$ cat src/rtl/cache_axi_arbiter.sv
// cache_axi_arbiter
//   Shares one read/write bridge between an ICache and a DCache.
//   Read side: one outstanding read. Grant mux is combinational, so it adds
//   no latency. Return beats go only to the owner of the outstanding read.
//   Write side: DCache writes pass straight through. One write may be in
//   flight at a time. Reads that hit the line being written are held off
//   until the cycle after wr_done.
//
// Parameters:
//   LINE_OFFSET_W - low address bits ignored by the line-hazard compare.
//
// Ports:
//   clk, rst_n                       clock, async active-low reset
//   ic_rd_* / ic_ret_*               ICache read request / return beats
//   dc_rd_* / dc_ret_*               DCache read request / return beats
//   dc_wr_*                          DCache write request, rdy, done pulse
//   rd_* / ret_*                     bridge read request / return beats
//   wr_*                             bridge write request, rdy, done
//
// Build option:
//   ARB_ROUND_ROBIN_EN - when defined, contended grants alternate. The
//   requester that was not granted last time wins. When undefined, the
//   DCache always wins contention.
module cache_axi_arbiter #(
    parameter int LINE_OFFSET_W = 4
) (
    input  logic         clk,
    input  logic         rst_n,
    input  logic         ic_rd_req,
    input  logic [2:0]   ic_rd_type,
    input  logic [31:0]  ic_rd_addr,
    output logic         ic_rd_rdy,
    output logic         ic_ret_valid,
    output logic         ic_ret_last,
    output logic [31:0]  ic_ret_data,
    input  logic         dc_rd_req,
    input  logic [2:0]   dc_rd_type,
    input  logic [31:0]  dc_rd_addr,
    output logic         dc_rd_rdy,
    output logic         dc_ret_valid,
    output logic         dc_ret_last,
    output logic [31:0]  dc_ret_data,
    input  logic         dc_wr_req,
    input  logic [2:0]   dc_wr_type,
    input  logic [31:0]  dc_wr_addr,
    input  logic [3:0]   dc_wr_wstrb,
    input  logic [127:0] dc_wr_data,
    output logic         dc_wr_rdy,
    output logic         dc_wr_done,
    output logic         rd_req,
    output logic [2:0]   rd_type,
    output logic [31:0]  rd_addr,
    input  logic         rd_rdy,
    input  logic         ret_valid,
    input  logic         ret_last,
    input  logic [31:0]  ret_data,
    output logic         wr_req,
    output logic [2:0]   wr_type,
    output logic [31:0]  wr_addr,
    output logic [3:0]   wr_wstrb,
    output logic [127:0] wr_data,
    input  logic         wr_rdy,
    input  logic         wr_done
);
    localparam int LINE_W = 32 - LINE_OFFSET_W;

    typedef enum logic [1:0] {R_IDLE, R_WAIT_IC, R_WAIT_DC} rd_state_t;

    rd_state_t          r_state;
    logic               r_wr_busy;
    logic [LINE_W-1:0]  r_wr_line;

    logic w_idle, w_wr_acc, w_rd_acc;
    logic w_ic_mask, w_dc_mask, w_ic_elig, w_dc_elig, w_gnt_ic, w_gnt_dc;
    logic w_own_ic, w_own_dc;

    assign w_idle   = (r_state == R_IDLE);
    // Outputs are combinational from inputs, so every path is gated with
    // rst_n. This keeps all outputs at 0 while reset is held.
    assign w_wr_acc = rst_n & dc_wr_req & wr_rdy & ~r_wr_busy;

    // A read is masked if it targets the in-flight write line, or the line
    // of a write being accepted this very cycle. r_wr_busy is still set in
    // the wr_done cycle, so the mask lifts one cycle after wr_done.
    assign w_ic_mask = (r_wr_busy && ic_rd_addr[31:LINE_OFFSET_W] == r_wr_line) ||
                       (w_wr_acc  && ic_rd_addr[31:LINE_OFFSET_W] == dc_wr_addr[31:LINE_OFFSET_W]);
    assign w_dc_mask = (r_wr_busy && dc_rd_addr[31:LINE_OFFSET_W] == r_wr_line) ||
                       (w_wr_acc  && dc_rd_addr[31:LINE_OFFSET_W] == dc_wr_addr[31:LINE_OFFSET_W]);

    assign w_ic_elig = rst_n & w_idle & ic_rd_req & ~w_ic_mask;
    assign w_dc_elig = rst_n & w_idle & dc_rd_req & ~w_dc_mask;

`ifdef ARB_ROUND_ROBIN_EN
    // r_last_dc: 0 = ICache was granted last (reset value), 1 = DCache.
    logic r_last_dc;
    assign w_gnt_dc = w_dc_elig & (~w_ic_elig | ~r_last_dc);
    always_ff @(posedge clk or negedge rst_n) begin
        if (!rst_n)        r_last_dc <= 1'b0;
        else if (w_rd_acc) r_last_dc <= w_gnt_dc;
    end
`else
    assign w_gnt_dc = w_dc_elig;
`endif
    assign w_gnt_ic = w_ic_elig & ~w_gnt_dc;

    assign rd_req    = w_gnt_ic | w_gnt_dc;
    assign rd_type   = w_gnt_dc ? dc_rd_type : (w_gnt_ic ? ic_rd_type : 3'd0);
    assign rd_addr   = w_gnt_dc ? dc_rd_addr : (w_gnt_ic ? ic_rd_addr : 32'd0);
    assign ic_rd_rdy = w_gnt_ic & rd_rdy;
    assign dc_rd_rdy = w_gnt_dc & rd_rdy;
    assign w_rd_acc  = rd_req & rd_rdy;

    // Beats that arrive in R_IDLE have no owner and are dropped here.
    // This includes late beats of a transaction that a reset abandoned.
    assign w_own_ic     = (r_state == R_WAIT_IC);
    assign w_own_dc     = (r_state == R_WAIT_DC);
    assign ic_ret_valid = w_own_ic & ret_valid;
    assign ic_ret_last  = w_own_ic & ret_last;
    assign ic_ret_data  = w_own_ic ? ret_data : 32'd0;
    assign dc_ret_valid = w_own_dc & ret_valid;
    assign dc_ret_last  = w_own_dc & ret_last;
    assign dc_ret_data  = w_own_dc ? ret_data : 32'd0;

    always_ff @(posedge clk or negedge rst_n) begin
        if (!rst_n) begin
            r_state <= R_IDLE;
        end else begin
            case (r_state)
                R_IDLE:    if (w_rd_acc) r_state <= w_gnt_dc ? R_WAIT_DC : R_WAIT_IC;
                R_WAIT_IC,
                R_WAIT_DC: if (ret_valid && ret_last) r_state <= R_IDLE;
                default:   r_state <= R_IDLE;
            endcase
        end
    end

    // Write channel: pass-through, with a single in-flight tracker.
    assign wr_req     = rst_n & dc_wr_req & ~r_wr_busy;
    assign wr_type    = rst_n ? dc_wr_type  : 3'd0;
    assign wr_addr    = rst_n ? dc_wr_addr  : 32'd0;
    assign wr_wstrb   = rst_n ? dc_wr_wstrb : 4'd0;
    assign wr_data    = rst_n ? dc_wr_data  : 128'd0;
    assign dc_wr_rdy  = rst_n & wr_rdy & ~r_wr_busy;
    // wr_done is ignored unless a write is in flight. This covers a late
    // done after reset.
    assign dc_wr_done = rst_n & wr_done & r_wr_busy;

    always_ff @(posedge clk or negedge rst_n) begin
        if (!rst_n) begin
            r_wr_busy <= 1'b0;
            r_wr_line <= '0;
        end else if (w_wr_acc) begin
            r_wr_busy <= 1'b1;
            r_wr_line <= dc_wr_addr[31:LINE_OFFSET_W];
        end else if (wr_done && r_wr_busy) begin
            r_wr_busy <= 1'b0;
        end
    end
endmodule

$ cat config.mk
export PLATFORM = sky130hd
export DESIGN_NAME = cache_axi_arbiter
export DESIGN_NICKNAME = d
export VERILOG_FILES = /design/src/rtl/cache_axi_arbiter.sv
export SDC_FILE = /design/constraint.sdc
export NUM_CORES = 1
export LEC_CHECK = 0
export ABC_AREA = 0
export BUFFER_PORTS_ARGS = -buffer_cell sky130_fd_sc_hd__buf_2
export CAP_MARGIN = 20
export CORE_AREA = 2 2 217 219
export DETAILED_ROUTE_END_ITERATION = 8
export DIE_AREA = 0 0 219 221
export SYNTH_ARGS = -nofsm -noshare
export SYNTH_HDL_FRONTEND = slang
export SYNTH_SLANG_ARGS = --single-unit
$ cat constraint.sdc
create_clock -name clk -period 2.9 [get_ports clk]
set_input_delay 0.29 -clock clk [delete_from_list [all_inputs] [get_ports clk]]
set_output_delay 0.29 -clock clk [all_outputs]
set_load 0.005 [all_outputs]
; ---- After elaboration in Yosys (flattened, before gate mapping)
; Cells that the tools add are included.
[classes]
eq_ne = 8
mux = 16
bitwise_logic = 26
reduce_logical = 12
[op_table]
columns = operator, count
row1 = $mux 32, 5
row2 = $mux 128, 1
row3 = $eq 28x28->1, 4
row4 = $and 1x1->1, 21
row5 = $mux 3, 3
row6 = $logic_and 1x1->1, 6
row7 = $mux 2, 3
row8 = $mux 4, 1
row9 = $not 1->1, 4
row10 = $pmux 2 s2, 1
row11 = $eq 2x1->1 const B, 1
row12 = $eq 2x2->1 const B, 1
row13 = $logic_not 2->1, 1
row14 = $logic_or 1x1->1, 2
row15 = $mux 1, 2
row16 = $ne 2x1->1 const B, 1
row17 = $ne 2x2->1 const B, 1
row18 = $reduce_and 2->1, 1
row19 = $reduce_bool 2->1, 1
row20 = $reduce_or 2->1, 1
row21 = $or 1x1->1, 1
[word_totals]
regBits = 31
input_bits = 279

; ---- Depth between registers and ports, before layout
; Gate-level depths: netlist of run 1.
[depth]
ltp_word = 13
depth_mapped = 7
mapped_depth_nobuf = 6

; ---- Least setup slack after synthesis of run 1
; No wires, ideal clock.
[synth_path]
path_type = reg-to-output
startpoint = register r_wr_line[11]
endpoint = output port rd_addr[10]
t_arrival_ps = 1900
t_required_ps = 2610
slack_ps = 710
stages_incl_launch_ff = 8
cell_sequence = dfrtp_1 > xor2_1 > nor4_1 > nand4_1 > o22a_1 > a211oi_4 > buf_6 > a22o_1
[synth_via]
elab_chain_cells = 9
word_cells_on_any_way = 14
classes_between = eq/ne (2) / mux (2) / bitwise (6) / reduce/logical (4)
[synth_rtl]
columns = element, line_no
row1 = "start, declared", 71  ; logic [LINE_W-1:0] r_wr_line;
row2 = "start signal, assigned", 154  ; r_wr_line <= dc_wr_addr[31:LINE_OFFSET_W];
row3 = $eq 28x28->1, 87  ; assign w_dc_mask = (r_wr_busy && dc_rd_addr[31:LINE_OFFSET_W] == r_wr_line) ||
row4 = $logic_and 1x1->1, 87
row5 = $logic_or 1x1->1, 87
row6 = $not 1->1, 91  ; assign w_dc_elig = rst_n & w_idle & dc_rd_req & ~w_dc_mask;
row7 = $and 1x1->1, 91
row8 = $not 1->1, 104  ; assign w_gnt_ic = w_ic_elig & ~w_gnt_dc;
row9 = $and 1x1->1, 104
row10 = $mux 32, 108  ; assign rd_addr = w_gnt_dc ? dc_rd_addr : (w_gnt_ic ? ic_rd_addr : 32'd0);
row11 = $mux 32 *, 108
row12 = "end, declared", 52  ; output logic [31:0] rd_addr,
; Every way passes the cells marked *; elsewhere a longest branch is shown, timed or not.

; ---- Final worst setup path of run 1
[layout_path]
startpoint = register r_wr_line[10]
endpoint = output port rd_addr[26]
; Same word-level chain as after synthesis.

==> results of run 1 <==
-- flip-flops by register name, summed over array words and instances, names as in the netlist --
signal     flops
r_wr_line     28
r_state        2
r_wr_busy      1
-- worst max-delay path, delay by kind of cell, from the launching register on --
kind                      cells  cell delay, ns
AOI/OAI and AO/OA             3            0.73
DFF                           1            0.42
and+or+nand+nor               2            0.59
buffers and inverters         3            0.42
xor gates and xnor gates      1            0.18
-- power by group through the flow --
stage	registers (mW)	logic, mW	clock network [mW]
after detailed placement	0.648	1.90	0
after CTS	0.640	1.97	0.708
after global placement	0.642	1.89	0
after floorplan	0.633	0.893	0
final	0.642	1.95	0.697
after global routing	0.655	2.14	0.730
-- cells in the mapped netlist, drive strengths merged (2+ instances only) --
master    n
and2    235
nor4     24
dfrtp    31
buf       9
nor2      5
o211ai    2
o22a      2
nor3      4
clkbuf   25
xor2    112
nand3     2
a22o     35
nand4     8
o22ai     3
inv       6
mux2     28
and3      4
ha        3
o21ai     2
-- metal layers --
metal  up-vias  routed length (µm)  share of wire  GRT usage
met5         -                  17        0.00052          0
met3        41                2160          0.066     0.0151
met1      3035               12600           0.39      0.145
li1       2943                   -              -          -
met4         2                1250          0.038     0.0475
met2       351               16600           0.51      0.237
-- timing repair --
item,4_1_cts,5_1_grt
pin swaps,3,4
hold buffers,1,0
buffers inserted,3,3
gates resized for setup,12,3
setup endpoints to repair,35,35
cloned,1,0
hold endpoints to repair,3,0
-- kinds of logic (layout without fill, tap and decap cells) --
kind of cell | Yosys count | count (layout) | synth area share
buf+inv | 40 | 592 | 0.0393
mux | 28 | 28 | 0.0703
simple gates | 286 | 287 | 0.397
fa+ha+maj | 3 | 3 | 0.00837
compound gates | 49 | 49 | 0.0935
other cells | 0 | 8 | 0
xor+xnor | 112 | 112 | 0.219
flops | 31 | 31 | 0.173
-- worst max path at each step --
stage | start | end | slack, ns | cells after the start
floorplan | r_wr_line[11] | rd_addr[10] | 0.71 | 7
finish | r_wr_line[10] | rd_addr[26] | -0.03 | 9
detailed placement | dc_wr_addr[30] | rd_addr[26] | -0.09 | 9
CTS | r_wr_line[10] | rd_addr[6] | -0.001 | 8
global route | r_wr_line[10] | rd_addr[24] | -0.08 | 9
global placement | dc_wr_addr[30] | rd_addr[4] | -0.09 | 9
-- layout make-up --
class	instances	area (µm²)	share of cell area
sequential	31	776	0.0926
tap	607	759	0.0907
inverter	6	22.5	0.00269
timing repair buffer	578	3010	0.359
clock buffer	6	129	0.0154
multi-input combinational	479	3600	0.430
clock inverter	2	60.1	0.00717
antenna	8	20.0	0.00239
==> results.yml, run 1 <==
clock_tree:
  cts-root-buf: "clkbuf_16"
  htreeDepth: 2
  clkTransAtPathRegs_ns: 0.06
  cts_sinks: 31
  clk_latency_ns: 0.28
  cts_buffers: 5
  cts_tree: "yes"
  clk_path_buf_depth: 2
final_layout:
  stdcell_count: 1717
  fin_util: 0.182
  final_cell_mix: "553 x buf_2, 235 x and2_1, 112 x xor2_1"
  fin_nets: 1383
  drive_gt1_frac: 0.566
  layout_commonest_cell: "buf_2"
  synthToLayoutAreaGrowth_pct: 86.8
  fill_cells: 5200
  final_area_um2: 8380
sta:
  max-slew-margin-rel: 0.369
  setup_viol: 21
  setup-tns-final_ns: -0.212
  fin_skew_ns: 0.00380
  setup_ws_ns: -0.0263
  slew_violations: 0
  fmax_mhz: 342
  tightest_slew_ns: 0.947
  hold_viol: 0
  period_needed_ns: 2.93
  hold_slack_ns: 0.217
  rsz0062_at_grt: "true"
  finalCritPeriodShare: 1.01
status:
  status: "finished with violations"
  violations: "negative setup slack"
min_path:
  holdPathStages: 2
  hold_path.class: "in2reg"
  holdPathEnd: "r_wr_busy"
  min_from: "wr_done"
setup_path:
  path_max_fanout: 20
  worstSetupPathType: "reg2out"
  crit_path_max_incr_delay_ns: 0.42
  cp.required_ns: 2.61
  worstPathArrival_ns: 2.64
  rr_worst_depth: 7
  rr_endpoint: "r_state[0]"
  endpoint_kind: "output port"
  crit_chain: "xor2_1 > nor4_2 > nand4_1 > o22a_1 > a211oi_4 > buf_6 > buf_12 > a22o_1 > buf_2"
  crit_slowest_cell: "dfrtp_1"
  timing.rr.start: "r_wr_line[10]"
  cp-start-kind: "flip-flop"
  r2r_slack_ns: 0.77
place:
  placed_area_um2: 8020
  gp_congestion: 0.896
  post-place-ws_ns: -0.0931
  dp.cells: 1694
  hpwl_um: 28700
  port_buffers: 554
pwr:
  pwr-share-clk: 0.212
  power_leakage_nw: 4.58
  pwr_density_cell_nw_per_um2: 393
  swShare: 0.402
  finalPower_mw: 3.29
  pwr-share-seq: 0.195
  pwr-share-comb: 0.593
  internal_power_mw: 1.97
  switchingPower_mw: 1.32
  peakVddDrop_uv: 251
synth:
  synth_top_area_share: 0.328
  ys_async_sr_fraction: 1.00
  yosysTopAreaCell: "and2_1"
  synth_edf_count: 0
  syn_nets: 831
  ys_ff_latch: 31
  syn_avg_cell_area_um2: 8.17
  yosys_warnings: 0
  synth_flop_cell: "dfrtp_1"
  netlist_area_um2: 4480
  synth_cell_types: 32
  ys_seq_area_frac: 0.173
  synthTopCellsByArea: "and2_1 33%, xor2_1 22%, dfrtp_1 17%"
  syn_inst: 549
routing:
  drtAntennaViolNets: 0
  drc_errors: 0
  wirelength_um: 32600
  dr.first_iter.drc_count: 195
  wl_per_cell_um: 19.0
  routed_via_density: 3.71
  first_pass_iters: 4
  vias: 6372
floorplan:
  std_cell_rows: 79
  core_um2: 46100
  dieHeight_um: 221
  io_pins: 555
  initial_core_util: 0.0974
  dieArea_um2: 48400
  die_w_um: 219
grt:
  antenna_found_initial: 10
  grt_pass1_wl_um: 44100
  overflow: 0
  grt_max_degree: 186
  grt.total_usage: 0.127
  grt_pass1_vias: 6452
job:
  drv_cap: 0
(Power assumes the default switching activity.)
==> run 2: changes to the inputs <==
--- a/config.mk
+++ b/config.mk
@@ -13,2 +13,3 @@
 export DIE_AREA = 0 0 219 221
+export PLACE_DENSITY_LB_ADDON = 0.3
 export SYNTH_ARGS = -nofsm -noshare
--- a/constraint.sdc
+++ b/constraint.sdc
@@ -3,2 +3,2 @@
 set_output_delay 0.29 -clock clk [all_outputs]
-set_load 0.005 [all_outputs]
+set_load 0.01 [all_outputs]
==> results.yml, run 2 (synthesis results as in run 1) <==
status:
  status: "finished clean"
setup_path:
  cp.required_ns: 2.61
  endpoint_kind: "output port"
  cp-start-kind: "flip-flop"
  path_max_fanout: 14
  worstPathArrival_ns: 2.58
  worstSetupPathType: "reg2out"
pwr:
  power_leakage_nw: 4.64
  peakVddDrop_uv: 224
  finalPower_mw: 3.33
  pwr_density_cell_nw_per_um2: 394
clock_tree:
  htreeDepth: 2
  holdBufCountCts: 0
  clk_latency_ns: 0.28
  cts-root-buf: "clkbuf_16"
  cts_sinks: 31
  cts_tree: "yes"
  cts_buffers: 5
  clk_path_buf_depth: 2
  clkTransAtPathRegs_ns: 0.06
routing:
  wirelength_um: 29400
  wl_per_cell_um: 17.0
  routed_via_density: 3.60
  drc_errors: 0
  drtAntennaViolNets: 0
  first_pass_iters: 4
  dr.first_iter.drc_count: 206
  vias: 6214
place:
  port_buffers: 554
  gp_congestion: 0.916
  dp.cells: 1708
  hpwl_um: 25000
final_layout:
  largest-register: "r_wr_line"
  layout_commonest_cell: "buf_2"
  fin_nets: 1398
  drive_gt1_frac: 0.577
  top_regs: "r_wr_line: 28 flops, r_state: 2 flops, r_wr_busy: 1 flops"
  stdcell_count: 1728
  largest_reg_flops: 28
  final_cell_mix: "553 x buf_2, 235 x and2_1, 112 x xor2_1"
  synthToLayoutAreaGrowth_pct: 88.5
floorplan:
  io_pins: 555
  std_cell_rows: 79
  dieHeight_um: 221
  core_um2: 46100
  dieArea_um2: 48400
  die_w_um: 219
  initial_core_util: 0.0974
grt:
  grt_pass1_vias: 6232
  overflow: 0
  grt_pass1_wl_um: 40100
  antenna_found_initial: 5
  grt.total_usage: 0.113
  grt_max_degree: 115
sta:
  setup-tns-final_ns: 0
  slew_violations: 0
  fmax_mhz: 348
  fin_skew_ns: 0.00368
  finalCritPeriodShare: 0.990
  setup_viol: 0
  max-slew-margin-rel: 0.425
  hold_viol: 0
  period_needed_ns: 2.87
  rsz0062_at_grt: "true"
  tightest_slew_ns: 0.861
  hold_slack_ns: 0.197
job:
  drv_cap: 0
min_path:
  hold_path.class: "in2reg"
run 2: cell count changes in the layout (fill, tap and decap cells not counted), moves of 2 or more:
cell and delta:
nor4_1 -3, bufinv_16 -2, clkbuf_8 +2, nor4_2 +3, diode_2 -4, buf_6 -3, buf_4 +19
run 2: cell type report:
class / instances / area, µm²
inverters: 6 / 22.5
multi-input cells: 479 / 3610
fillers: 5275 / 37600
repair buffers: 593 / 3120
clock buffers: 8 / 156
well taps: 607 / 759
diodes: 4 / 10.0
flip-flops and latches: 31 / 776
run 2: worst paths after layout:
kind                                     from       endpoint  slack, ns  depth (start not counted)
worst max-delay path            r_wr_line[11]    rd_addr[22]       0.03                          9
worst min-delay path                  wr_done      r_wr_busy       0.20                          2
worst max register to register  r_wr_line[11]     r_state[1]       0.78                          8
worst min register to register  r_wr_line[19]  r_wr_line[19]       0.57                          1
max in group asynchronous               rst_n  r_wr_line[20]       2.31                          3
min in group asynchronous               rst_n   r_wr_line[8]       0.21                          2
run 2: report_power, final:
| part | internal [mW] | leakage, nW | total [mW] | switching, mW |
|---|---|---|---|---|
| Combinational | 0.961 | 4.19 | 2.10 | 1.14 |
| Sequential | 0.538 | 0.371 | 0.652 | 0.114 |
| Clock | 0.366 | 0.0772 | 0.576 | 0.210 |
run 2: metal layers:
layer  vias to the layer above  track usage  share of wire
met1                      2885        0.134           0.40
met2                       342        0.210           0.50
li1                       2967            -              -
met4                         2       0.0170          0.011
met5                         -            0        0.00024
met3                        18       0.0242          0.080
run 2: what timing repair did:
item | 4_1_cts | 5_1_grt
endpoints found under the setup margin | 35 | 35
hold endpoints to repair | 0 | 0
gates cloned | 2 | 0
gates resized for setup | 10 | 4
buffers inserted | 2 | 4
pin swaps | 6 | 1
run 2: per-stage QoR:
stage	utilization	setup WS [ns]	instance area, µm²
3_5_place_dp	0.176	-0.184	8130
4_1_cts	0.182	-0.0103	8390
3_3_place_gp	0.176	-0.136	8130
6_report	0.184	0.0288	8450
5_1_grt	0.183	-0.0681	8450
2_1_floorplan	-	0.675	4480
run 2: worst max-delay path, cell delays in order (launching register included):
cell and delay, ns:
dfrtp_1 0.41, xor2_1 0.19, nor4_2 0.37, nand4_1 0.17, o22a_2 0.31, a211oi_4 0.24
buf_6 0.14, buf_12 0.15, a22o_1 0.16, buf_2 0.14
==> run 3: changes to the inputs <==
- clock period: 2.9 -> 3 ns (I/O delays scaled with it)
==> results.yml, run 3 (synthesis results as in run 1) <==
routing:
  vias: 6186
  wirelength_um: 29500
  wl_per_cell_um: 17.2
  first_pass_iters: 6
  drc_errors: 0
  dr.first_iter.drc_count: 272
  routed_via_density: 3.60
  drtAntennaViolNets: 0
place:
  post-place-ws_ns: 0.0626
  port_buffers: 554
  dp.cells: 1695
  gp_congestion: 0.924
  hpwl_um: 24600
job:
  drv_cap: 0
floorplan:
  std_cell_rows: 79
  core_um2: 46100
  initial_core_util: 0.0974
  dieArea_um2: 48400
  dieHeight_um: 221
  die_w_um: 219
  io_pins: 555
grt:
  grt_pass1_wl_um: 39400
  grt_max_degree: 134
  grt_pass1_vias: 6213
  antenna_found_initial: 5
  grt.total_usage: 0.111
  overflow: 0
setup_path:
  r2r_slack_ns: 0.87
  cp.required_ns: 2.70
  worstSetupPathType: "reg2out"
  worstPathArrival_ns: 2.63
  crit_chain: "xor2_1 > nor4_2 > nand4_1 > o22a_2 > a211oi_4 > buf_12 > clkbuf_16 > a22o_1 > buf_2"
  endpoint_kind: "output port"
  crit_slowest_cell: "dfrtp_1"
  cp-start-kind: "flip-flop"
  worstSetupStartpoint: "r_wr_line[23]"
  timing.rr.start: "r_wr_busy"
  crit_path_max_incr_delay_ns: 0.41
  path_delay_family: "compound AO/OA/AOI/OAI gates"
  path_max_fanout: 15
  critPathBufInv: 3
clock_tree:
  clkTransAtPathRegs_ns: 0.06
  cts_buffers: 5
  cts-root-buf: "clkbuf_16"
  htreeDepth: 2
  cts_sinks: 31
  holdBufCountCts: 0
  clk_latency_ns: 0.29
  cts_tree: "yes"
  clk_path_buf_depth: 2
pwr:
  peakVddDrop_uv: 189
  pwr_density_cell_nw_per_um2: 381
  finalPower_mw: 3.20
  power_leakage_nw: 4.61
sta:
  finalCritPeriodShare: 0.978
  tightest_slew_ns: 0.931
  period_needed_ns: 2.93
  setup_ws_ns: 0.0657
  rsz0062_at_grt: "true"
  slew_violations: 0
  fin_skew_ns: 0.00512
  setup_viol: 0
  setup-tns-final_ns: 0
  hold_slack_ns: 0.140
  fmax_mhz: 341
  hold_viol: 0
  max-slew-margin-rel: 0.379
final_layout:
  fin_nets: 1393
  synthToLayoutAreaGrowth_pct: 87.5
  stdcell_count: 1719
  fill_cells: 5262
  largest_reg_flops: 28
  layout_commonest_cell: "buf_2"
  largest-register: "r_wr_line"
  final_cell_mix: "553 x buf_2, 235 x and2_1, 112 x xor2_1"
  drive_gt1_frac: 0.572
  top_regs: "r_wr_line: 28 flops, r_state: 2 flops, r_wr_busy: 1 flops"
status:
  status: "finished clean"
min_path:
  hold_path.class: "in2async"
## run 3: changes by cell type in the layout (fill, tap and decap cells not counted), moves of 2 or more
| cell | change |
|---|---|
| buf_4 | -6 |
| nor4_1 | +3 |
| nor4_2 | -3 |
| clkbuf_16 | +2 |
| clkbuf_8 | -2 |
| diode_2 | -2 |
## run 3: path summary, 6_finish.rpt
| path | end | cells after the start |
|---|---|---|
| setup reg to reg | r_state[0] | 8 |
| hold reg to reg | r_state[1] | 1 |
| min in group clk | r_wr_busy | 2 |
| setup / recovery | rd_addr[12] | 9 |
| max in group asynchronous | r_wr_line[5] | 3 |
| hold / removal | r_wr_line[7] | 2 |
## run 3: area by class of cell
| type | instances | area [µm²] | share of cell area |
|---|---|---|---|
| well taps | 607 | 759 | 0.0903 |
| inverters | 6 | 22.5 | 0.00268 |
| diodes | 2 | 5.00 | 0.000595 |
| clock buffers | 6 | 129 | 0.0153 |
| repair buffers | 588 | 3100 | 0.369 |
| flip-flops and latches | 31 | 776 | 0.0923 |
| multi-input cells | 479 | 3610 | 0.430 |
## run 3: worst register-to-register path, stage by stage (launching register included)
cell	delay, ns
dfrtp_1	0.38
nand4b_1	0.23
buf_4	0.22
nor3_2	0.22
nand4_1	0.21
buf_4	0.22
o22a_1	0.21
o2111ai_1	0.15
o211ai_1	0.14
## run 3: layer usage
layer	wire (µm)	part of all wire	vias to the layer above	track usage
met4	380	0.013	2	0.0196
met5	13	0.00044	-	0
met1	12000	0.40	2845	0.133
met2	14600	0.49	362	0.204
met3	2610	0.089	26	0.0224
li1	-	-	2951	-
## run 3: what timing repair did
action | 4_1_cts | 5_1_grt
pin swaps | 1 | 21
gates resized for setup | 3 | 9
hold endpoints to repair | 0 | 0
buffers inserted | 0 | 13
endpoints found under the setup margin | 35 | 35
gates cloned | 1 | 2
## run 3: through the flow
stage / utilization / instance area, µm²
after floorplan: - / 4480
after CTS: 0.178 / 8180
after global routing: 0.182 / 8400
final: 0.183 / 8410
after global placement: 0.174 / 8030
after detailed placement: 0.174 / 8030
## run 3: where the power goes
group | internal [mW] | leakage, nW | switching (mW)
Sequential | 0.520 | 0.371 | 0.105
Clock | 0.299 | 0.0628 | 0.196
Combinational | 0.949 | 4.17 | 1.14
